[src/rtl/bitserial_mac_seq.sv]
// Self-sequencing bit-serial MAC lane: accepts a full vector, walks the non-zero weight-magnitude
// columns MSB first through an adder tree, and returns one saturated (optionally pooled) result.
module bitserial_mac_seq #(
  parameter int unsigned DATA_WIDTH   = 8,
  parameter int unsigned VEC_LENGTH   = 16,
  parameter int unsigned MAG_BITS     = 7,
  parameter int unsigned RESULT_WIDTH = 2 * DATA_WIDTH,
  parameter int unsigned ACC_WIDTH    = DATA_WIDTH + MAG_BITS + $clog2(VEC_LENGTH) + 1
) (
  input  logic                               clk,
  input  logic                               reset,
  input  logic                               in_valid,
  output logic                               in_ready,
  input  logic signed [DATA_WIDTH-1:0]       act_in [VEC_LENGTH],
  input  logic                               w_sign [VEC_LENGTH],
  input  logic        [MAG_BITS-1:0]         w_mag  [VEC_LENGTH],
  input  logic                               load_accum,
  input  logic                               is_pooling,
  input  logic signed [RESULT_WIDTH-1:0]     result_prev,
  output logic                               out_valid,
  input  logic                               out_ready,
  output logic signed [RESULT_WIDTH-1:0]     result,
  output logic        [$clog2(MAG_BITS+1)-1:0] busy_cycles
);

  localparam int unsigned TermWidth = DATA_WIDTH + 1;
  localparam int unsigned PsumWidth = DATA_WIDTH + 1 + $clog2(VEC_LENGTH);
  localparam int unsigned ColWidth  = (MAG_BITS > 1) ? $clog2(MAG_BITS) : 1;
  localparam int unsigned CntWidth  = $clog2(MAG_BITS + 1);

  localparam logic signed [ACC_WIDTH-1:0] SatMax =
    {{(ACC_WIDTH - RESULT_WIDTH + 1){1'b0}}, {(RESULT_WIDTH - 1){1'b1}}};
  localparam logic signed [ACC_WIDTH-1:0] SatMin =
    {{(ACC_WIDTH - RESULT_WIDTH + 1){1'b1}}, {(RESULT_WIDTH - 1){1'b0}}};

  typedef enum logic [1:0] {StIdle, StCompute, StDone} state_e;

  state_e                           state_q;
  logic signed [DATA_WIDTH-1:0]     act_q  [VEC_LENGTH];
  logic                             sign_q [VEC_LENGTH];
  logic        [MAG_BITS-1:0]       mag_q  [VEC_LENGTH];
  logic                             pool_q;
  logic signed [RESULT_WIDTH-1:0]   prev_q;
  logic        [MAG_BITS-1:0]       mask_q;
  logic signed [ACC_WIDTH-1:0]      acc_q;
  logic        [CntWidth-1:0]       cnt_q;

  logic        [MAG_BITS-1:0]       in_mask;
  logic        [ColWidth-1:0]       col;
  logic signed [TermWidth-1:0]      act_ext [VEC_LENGTH];
  logic signed [TermWidth-1:0]      term    [VEC_LENGTH];
  logic signed [PsumWidth-1:0]      tree    [2*VEC_LENGTH];
  logic signed [PsumWidth-1:0]      psum;
  logic signed [ACC_WIDTH-1:0]      shifted;
  logic signed [ACC_WIDTH-1:0]      acc_nxt;
  logic        [MAG_BITS-1:0]       mask_rem;
  logic signed [RESULT_WIDTH-1:0]   sat;
  logic signed [RESULT_WIDTH-1:0]   pooled;

  assign in_ready = (state_q == StIdle);

  always_comb begin
    in_mask = '0;
    for (int l = 0; l < VEC_LENGTH; l++) begin
      in_mask = in_mask | w_mag[l];
    end
  end

  // Last match wins, so col ends up as the highest remaining column.
  always_comb begin
    col = '0;
    for (int b = 0; b < MAG_BITS; b++) begin
      if (mask_q[b]) col = ColWidth'(b);
    end
  end

  // Heap-ordered adder tree: leaves at [VEC_LENGTH..2*VEC_LENGTH-1], root at [1].
  always_comb begin
    for (int i = 0; i < 2 * VEC_LENGTH; i++) begin
      tree[i] = '0;
    end
    for (int l = 0; l < VEC_LENGTH; l++) begin
      act_ext[l] = TermWidth'(act_q[l]);
      if (mag_q[l][col]) begin
        term[l] = sign_q[l] ? -act_ext[l] : act_ext[l];
      end else begin
        term[l] = '0;
      end
      tree[VEC_LENGTH+l] = PsumWidth'(term[l]);
    end
    for (int i = VEC_LENGTH - 1; i >= 1; i--) begin
      tree[i] = tree[2*i] + tree[2*i+1];
    end
    psum = tree[1];
  end

  always_comb begin
    shifted  = ACC_WIDTH'(psum) <<< col;
    acc_nxt  = acc_q + shifted;
    mask_rem = mask_q & ~(MAG_BITS'(1) << col);
    if (acc_nxt > SatMax) begin
      sat = SatMax[RESULT_WIDTH-1:0];
    end else if (acc_nxt < SatMin) begin
      sat = SatMin[RESULT_WIDTH-1:0];
    end else begin
      sat = acc_nxt[RESULT_WIDTH-1:0];
    end
    pooled = (pool_q && (prev_q > sat)) ? prev_q : sat;
  end

  always_ff @(posedge clk) begin
    if (reset) begin
      state_q     <= StIdle;
      out_valid   <= 1'b0;
      result      <= '0;
      busy_cycles <= '0;
      acc_q       <= '0;
      mask_q      <= '0;
      cnt_q       <= '0;
      pool_q      <= 1'b0;
      prev_q      <= '0;
    end else begin
      unique case (state_q)
        StIdle: begin
          if (in_valid) begin
            act_q   <= act_in;
            sign_q  <= w_sign;
            mag_q   <= w_mag;
            pool_q  <= is_pooling;
            prev_q  <= result_prev;
            acc_q   <= load_accum ? ACC_WIDTH'(result_prev) : '0;
            mask_q  <= in_mask;
            cnt_q   <= '0;
            state_q <= StCompute;
          end
        end
        StCompute: begin
          // An empty mask still spends this one cycle adding a zero psum.
          acc_q  <= acc_nxt;
          mask_q <= mask_rem;
          cnt_q  <= cnt_q + CntWidth'(1);
          if (mask_rem == '0) begin
            state_q     <= StDone;
            out_valid   <= 1'b1;
            result      <= pooled;
            busy_cycles <= cnt_q + CntWidth'(1);
          end
        end
        StDone: begin
          if (out_ready) begin
            out_valid <= 1'b0;
            state_q   <= StIdle;
          end
        end
        default: state_q <= StIdle;
      endcase
    end
  end

endmodule

[config.mk]
export PLATFORM = sky130hd
export DESIGN_NAME = bitserial_mac_seq
export DESIGN_NICKNAME = d
export VERILOG_FILES = /design/src/rtl/bitserial_mac_seq.sv
export SDC_FILE = /design/constraint.sdc
export NUM_CORES = 1
export LEC_CHECK = 0
export CAP_MARGIN = 10
export CELL_PAD_IN_SITES_DETAIL_PLACEMENT = 0
export CELL_PAD_IN_SITES_GLOBAL_PLACEMENT = 1
export CORE_ASPECT_RATIO = 0.5
export CORE_MARGIN = 8
export CORE_UTILIZATION = 44
export DETAILED_ROUTE_END_ITERATION = 12
export GPL_TIMING_DRIVEN = 0
export PLACE_DENSITY = 0.86
export SETUP_SLACK_MARGIN = 0.4
export SYNTH_ARGS = -nofsm -noshare
export SYNTH_HDL_FRONTEND = slang
export SYNTH_SLANG_ARGS = --single-unit
export TNS_END_PERCENT = 10
[constraint.sdc]
create_clock -name clk -period 22.4 [get_ports clk]
set_input_delay 6.72 -clock clk [delete_from_list [all_inputs] [get_ports clk]]
set_output_delay 6.72 -clock clk [all_outputs]
set_load 0.02 [all_outputs]
## After elaboration in Yosys (flattened, before gate mapping)

Index checks and enable logic that the tools add are counted.

- Output and inout bits: 21
- Word-level logic and storage cells: 217
- Bits of input ports: 278
- Register bits: 325

- Shift operators: 2
- Multiplexer cells: 87
- Bitwise logic cells: 18
- Eq/ne operators: 5
- $add $sub $neg: 33
- $lt $le $gt $ge: 4
- Reduce and logical (&&, ||, !) cells: 11

Operator list:

| cell | number |
|---|---|
| 9-bit two-way mux | 32 |
| 8-bit negator with 9-bit output | 16 |
| 7-bit bitwise OR | 15 |
| 9-bit by 9-bit adder with 10-bit output | 8 |
| 1-bit binary-select mux with 3-bit select | 16 |
| 16-bit two-way mux | 3 |
| 10-bit by 10-bit adder with 11-bit output | 4 |
| 20-bit two-way mux | 2 |
| 20-bit one-hot mux with 2 select lines | 1 |
| 11-bit by 11-bit adder with 12-bit output | 2 |
| 20-bit adder | 1 |
| 20-bit by 16-bit > comparator with 1-bit output, second input constant | 1 |
| 20-bit by 16-bit < comparator with 1-bit output, second input constant | 1 |
| 13-bit by 3-bit <<< shifter with 20-bit output | 1 |
| 1-bit two-way mux | 19 |
| 3-bit two-way mux | 6 |
| 16-bit > comparator | 1 |
| 7-bit one-hot mux with 2 select lines | 1 |
| 12-bit by 12-bit adder with 13-bit output | 1 |
| 3-bit AND reduction | 3 |
| 7-bit AND | 1 |
| 7-bit logical NOT | 1 |
| 7-bit two-way mux | 1 |
| 7-bit NOT | 1 |
| other kinds (15) | 22 |

## Longest topological paths before layout

- Depth after elaboration: 21
- Depth in mapped cells: 53
- Mapped depth without buffers: 49

## Least setup slack after synthesis

OpenSTA, ideal clock, no wires.

- Kind: input to register
- From: input port reset
- To: register act_q (netlist bit act_ext[0]) (enable)
- Library setup time: 879 ps
- Arrival time: 17767 ps
- Stages on the path: 3
- Buffers on the path: 2
- Required time: 21521 ps
- Setup slack: 3754 ps
- Cell sequence: clkbuf_1 -> buf_1 -> nor2_1

- Longest elaborated chain between the ends: 2

Ends and longest elaborated chain:

| element | RTL line | RTL |
|---|---|---|
| start, declared | 11 | `input logic reset,` |
| 1-bit NOT (no source line) | n/a |  |
| 3-bit AND reduction (no source line) | n/a |  |
| end signal, assigned | 126 | `act_q <= act_in;` |
| end, declared | 39 | `logic signed [DATA_WIDTH-1:0] act_q [VEC_LENGTH];` |

No other way between the ends.
A chain may end at the register's enable or synchronous reset.

## Final worst setup path

- From: register mask_q[5]
- To: register result[12]

- Longest elaborated chain between the ends: 17
- Elaborated cells on any way between the ends: 79
- Classes of those cells: add/sub (16); order compare (3); shift (2); mux (53); bitwise (2); reduce/logical (3)

Ends and longest elaborated chain:

| element | RTL line | RTL |
|---|---|---|
| start, declared | 44 | `logic [MAG_BITS-1:0] mask_q;` |
| start signal, assigned | 132 | `mask_q <= in_mask;` |
| start signal, assigned | 140 | `mask_q <= mask_rem;` |
| 3-bit two-way mux (2 in a row) | 73 | `if (mask_q[b]) col = ColWidth'(b);` |
| 1-bit binary-select mux with 3-bit select | 84 | `if (mag_q[l][col]) begin` |
| 1-bit two-way mux (implied by the code) | 84 |  |
| 9-bit two-way mux | 84 |  |
| 9-bit by 9-bit adder with 10-bit output | 92 | `tree[i] = tree[2*i] + tree[2*i+1];` |
| 10-bit by 10-bit adder with 11-bit output | 92 |  |
| 11-bit by 11-bit adder with 12-bit output | 92 |  |
| 12-bit by 12-bit adder with 13-bit output | 92 |  |
| 13-bit by 3-bit <<< shifter with 20-bit output | 98 | `shifted = ACC_WIDTH'(psum) <<< col;` |
| 20-bit adder | 99 | `acc_nxt = acc_q + shifted;` |
| 20-bit by 16-bit < comparator with 1-bit output | 103 | `end else if (acc_nxt < SatMin) begin` |
| 16-bit two-way mux | 103 |  |
| 16-bit two-way mux | 101 | `if (acc_nxt > SatMax) begin` |
| 16-bit > comparator | 108 | `pooled = (pool_q && (prev_q > sat)) ? prev_q : sat;` |
| 1-bit logical AND | 108 |  |
| 16-bit two-way mux | 108 |  |
| end signal, assigned | 145 | `result <= pooled;` |
| end, declared | 22 | `output logic signed [RESULT_WIDTH-1:0] result,` |

Parallel ways exist; a longest one is shown, timed or not. The select of a mux whose other input is x is not followed.

==> run_results.csv <==
group,metric,value,unit
run_status,outcome,"finished clean",
clocking,cts_made_buffers,34,
timing,slew_viol_final,0,
die,die_area,55000,um2
critical_path,worstPathMaxFanout,10,
die,io_pins,299,
critical_path,worst_setup_path_start_kind,"flip-flop",
global_routing,first_global_vias,16230,
clocking,ctsHoldBuffers,0,
timing,post-route-period-util,66.5,%
drt,met3WireLength,4.03,mm
placed_design,placed_area,24800,um2
timing,post-route-min-period,14.89,ns
yosys,synth_flop_cell,"edfxtp_1",
placed_design,gp_congestion,0.904,
yosys,syn_avg_cell_area,10.6,um2
drt,routed_via_density,5.34,
placed_design,dp_hpwl,49.5,mm
drt,m1WireLength,25.2,mm
global_routing,grt_overflow_total,0,
yosys,syn_area,20900,um2
yosys,synth_edf_count,256,
critical_path,cpMostUsedCell,"fa_1",
critical_path,reg2reg_depth,45,
layout,design_area,25900,um2
placed_design,pre_cts_slack,7.84,ns
layout,drive_above_1_share,4.53,%
timing,slew-limit-headroom,23.2,%
critical_path,critPathMaxStageDelay,0.89,ns
die,coreArea,46800,um2
die,num_rows,56,
timing,setup_tns,0,ns
critical_path,cpMaxStageDelayCell,"a21oi_1",
yosys,synth_nets,2459,
placed_design,port_buffers,297,
critical_path,crit_required,22.86,ns
drt,remaining_drc_errors,0,
global_routing,grt_use_total,21.7,%
critical_path,worstPathArrival,15.35,ns
yosys,yosysSeqAreaShare,43.5,%
clocking,post_cts.repair.setup_buffers,0,
clocking,cts_resized,0,
drt,met2_length,29.7,mm
layout,instances_no_fill,2982,
timing,final_hold_viol_count,0,
worst_hold_path,hold_class,"flip-flop to flip-flop",
drt,routed_wl,60.4,mm
yosys,synth_cells,1975,
timing,worst_slack,7.51,ns
yosys,async_reset_ff_share,0,%
global_routing,antenna_found_initial,2,
timing,fmax,67.1,MHz
clocking,cts_buffer_depth,3,
placed_design,numPlacedInstances,2918,
yosys,ys_ff_latch,325,
yosys,yosysTopAreaCellShare,36.9,%
timing,clock-skew-final,0.0297,ns
clocking,clk_latency,0.56,ns
yosys,synth_top_cell_by_area,"edfxtp_1",
clocking,clock-root-buffer,"clkbuf_16",
timing,rsz0062_at_grt,"false",
drt,drt_iter0_drc,1288,
timing,setup_viol_count_final,0,
drt,drt_first_pass_iters,6,
clocking,htree_levels,2,
global_routing,grt_max_degree,38,
layout,nets,2800,
worst_hold_path,min_path_cells,2,
clocking,cts_tree,"built",
critical_path,end_kind,"flip-flop",
critical_path,path_class,"flip-flop to flip-flop",
clocking,cts_sinks,325,
timing,tightest_slew,1.12,ns
drt,wl_per_cell,20.2,um
clocking,path_clk_slew,0.07,ns
die,die_h,170,um
drt,via_count,15933,
yosys,synth_cell_types,78,
die,start_util,44.5,%
drt,topRoutingLayerUsed,"met4",
run,maxCapViolCount,0,
layout,syn2layout_area_growth,24.4,%
die,dieWidth,324,um
global_routing,grt_pass1_wl,92.6,mm
yosys,yosysWarnings,0,
drt,antenna_left,0,
yosys,synth_area_leaders,"edfxtp_1 37%, fa_1 13%, dfxtp_1 6.6%",
worst max-delay path, delay by kind of cell, from the launching register on:
| kind | cells | cell delay, ns |
|---|---|---|
| xor gates and xnor gates | 1 | 0.46 |
| AOI/OAI and AO/OA | 20 | 5.78 |
| and+or+nand+nor | 7 | 1.92 |
| buffers and inverters | 8 | 1.90 |
| adders and majority gates | 9 | 4.40 |
| DFF | 1 | 0.31 |
layer usage:
metal	vias to the layer above	GRT usage, %
li1	7612	-
met1	7708	28.0
met2	519	37.2
met3	94	4.42
met4	0	5.66
met5	-	0
cell type report:
type                    instances  area (um2)
fillers                      4132       20900
plain buffers                  76         334
multi-input cells            1378       10700
diodes                          2        5.00
flip-flops and latches        325        9070
well taps                     638         798
clock inverters                17         170
inverters                     196         736
clock buffers                  45         953
repair buffers                305        3150
stage by stage:
step | util (%) | hold slack (ns)
6_report | 55.4 | 0.477
5_1_grt | 55.4 | 0.485
4_1_cts | 55.4 | 0.474
3_3_place_gp | 52.6 | 0.452
2_1_floorplan | - | 0.437
3_5_place_dp | 53.0 | 0.465
flip-flops by register name, summed over array words and instances, names as in the netlist:
signal       cells
sign_q          16
mask_q           7
prev_q          16
act_ext        128
result          16
cnt_q            3
out_valid        1
busy_cycles      3
mag_q          112
pool_q           1
state_q          2
acc_q           20
Yosys cell counts, types with 11 or more instances:
cell type and count:
nand2_1 263, edfxtp_1 256, inv_1 195, nor2_1 138, fa_1 135, a21oi_1 98
xnor2_1 88, o21ai_0 72, ha_1 71, dfxtp_1 69, mux2i_1 63, clkbuf_1 57
nor4_1 35, xor2_1 35, nand2b_1 29, nand3_1 28, o31ai_1 23, a311oi_1 20
and2_1 20, nor2b_1 19, o211ai_1 18, a22oi_1 15, nor3_1 14, or3_1 14
a21o_1 13, a31oi_1 12, o2111ai_1 12, nand4_1 11, o221ai_1 11, o22ai_1 11
cell families after synthesis:
logic type	count (synthesis)	share of synthesized area, %
adders and majority gates	207	17.3
and+or+nand+nor	593	12.8
DFF	325	43.5
buffers and inverters	272	5.13
AOI/OAI and AO/OA	382	12.5
xor gates and xnor gates	124	5.27
muxes	72	3.51
cells in the final DEF (no fill, tap or decap), types with 11 or more instances in the layout:
cell type,netlist,layout
clkdlybuf4s50_1,0,297
nand2b_1,29,29
a21oi_1,98,98
a311oi_1,20,20
edfxtp_1,256,256
o2111ai_1,12,12
o221ai_1,11,11
clkbuf_16,0,35
nor2b_1,19,19
nor3_1,14,14
nand3_1,28,28
nor2_1,138,137
a31oi_1,12,12
fa_1,135,135
xor2_1,35,35
xnor2_1,88,88
a22oi_1,15,15
or3_1,14,14
dfxtp_1,69,69
nand2_1,263,263
ha_1,71,71
mux2i_1,63,63
o22ai_1,11,11
o31ai_1,23,23
and2_1,20,20
nand4_1,11,11
nor4_1,35,35
a21o_1,13,13
inv_1,195,195
o21ai_0,72,72
o211ai_1,18,18
clkbuf_1,57,63
path summary, 6_finish.rpt:
check                                             from                       to  slack (ns)
worst min register to register     pool_q$_SDFFE_PP0P_      pool_q$_SDFFE_PP0P_        0.48
worst max register to register  mask_q[5]$_SDFFE_PP0P_  result[12]$_SDFFE_PP0P_        7.51
worst max-delay path            mask_q[5]$_SDFFE_PP0P_  result[12]$_SDFFE_PP0P_        7.51
worst min-delay path               pool_q$_SDFFE_PP0P_      pool_q$_SDFFE_PP0P_        0.48
Power is not shown: default switching activity piles up to over one toggle a cycle in this logic, so the estimate is an artifact.
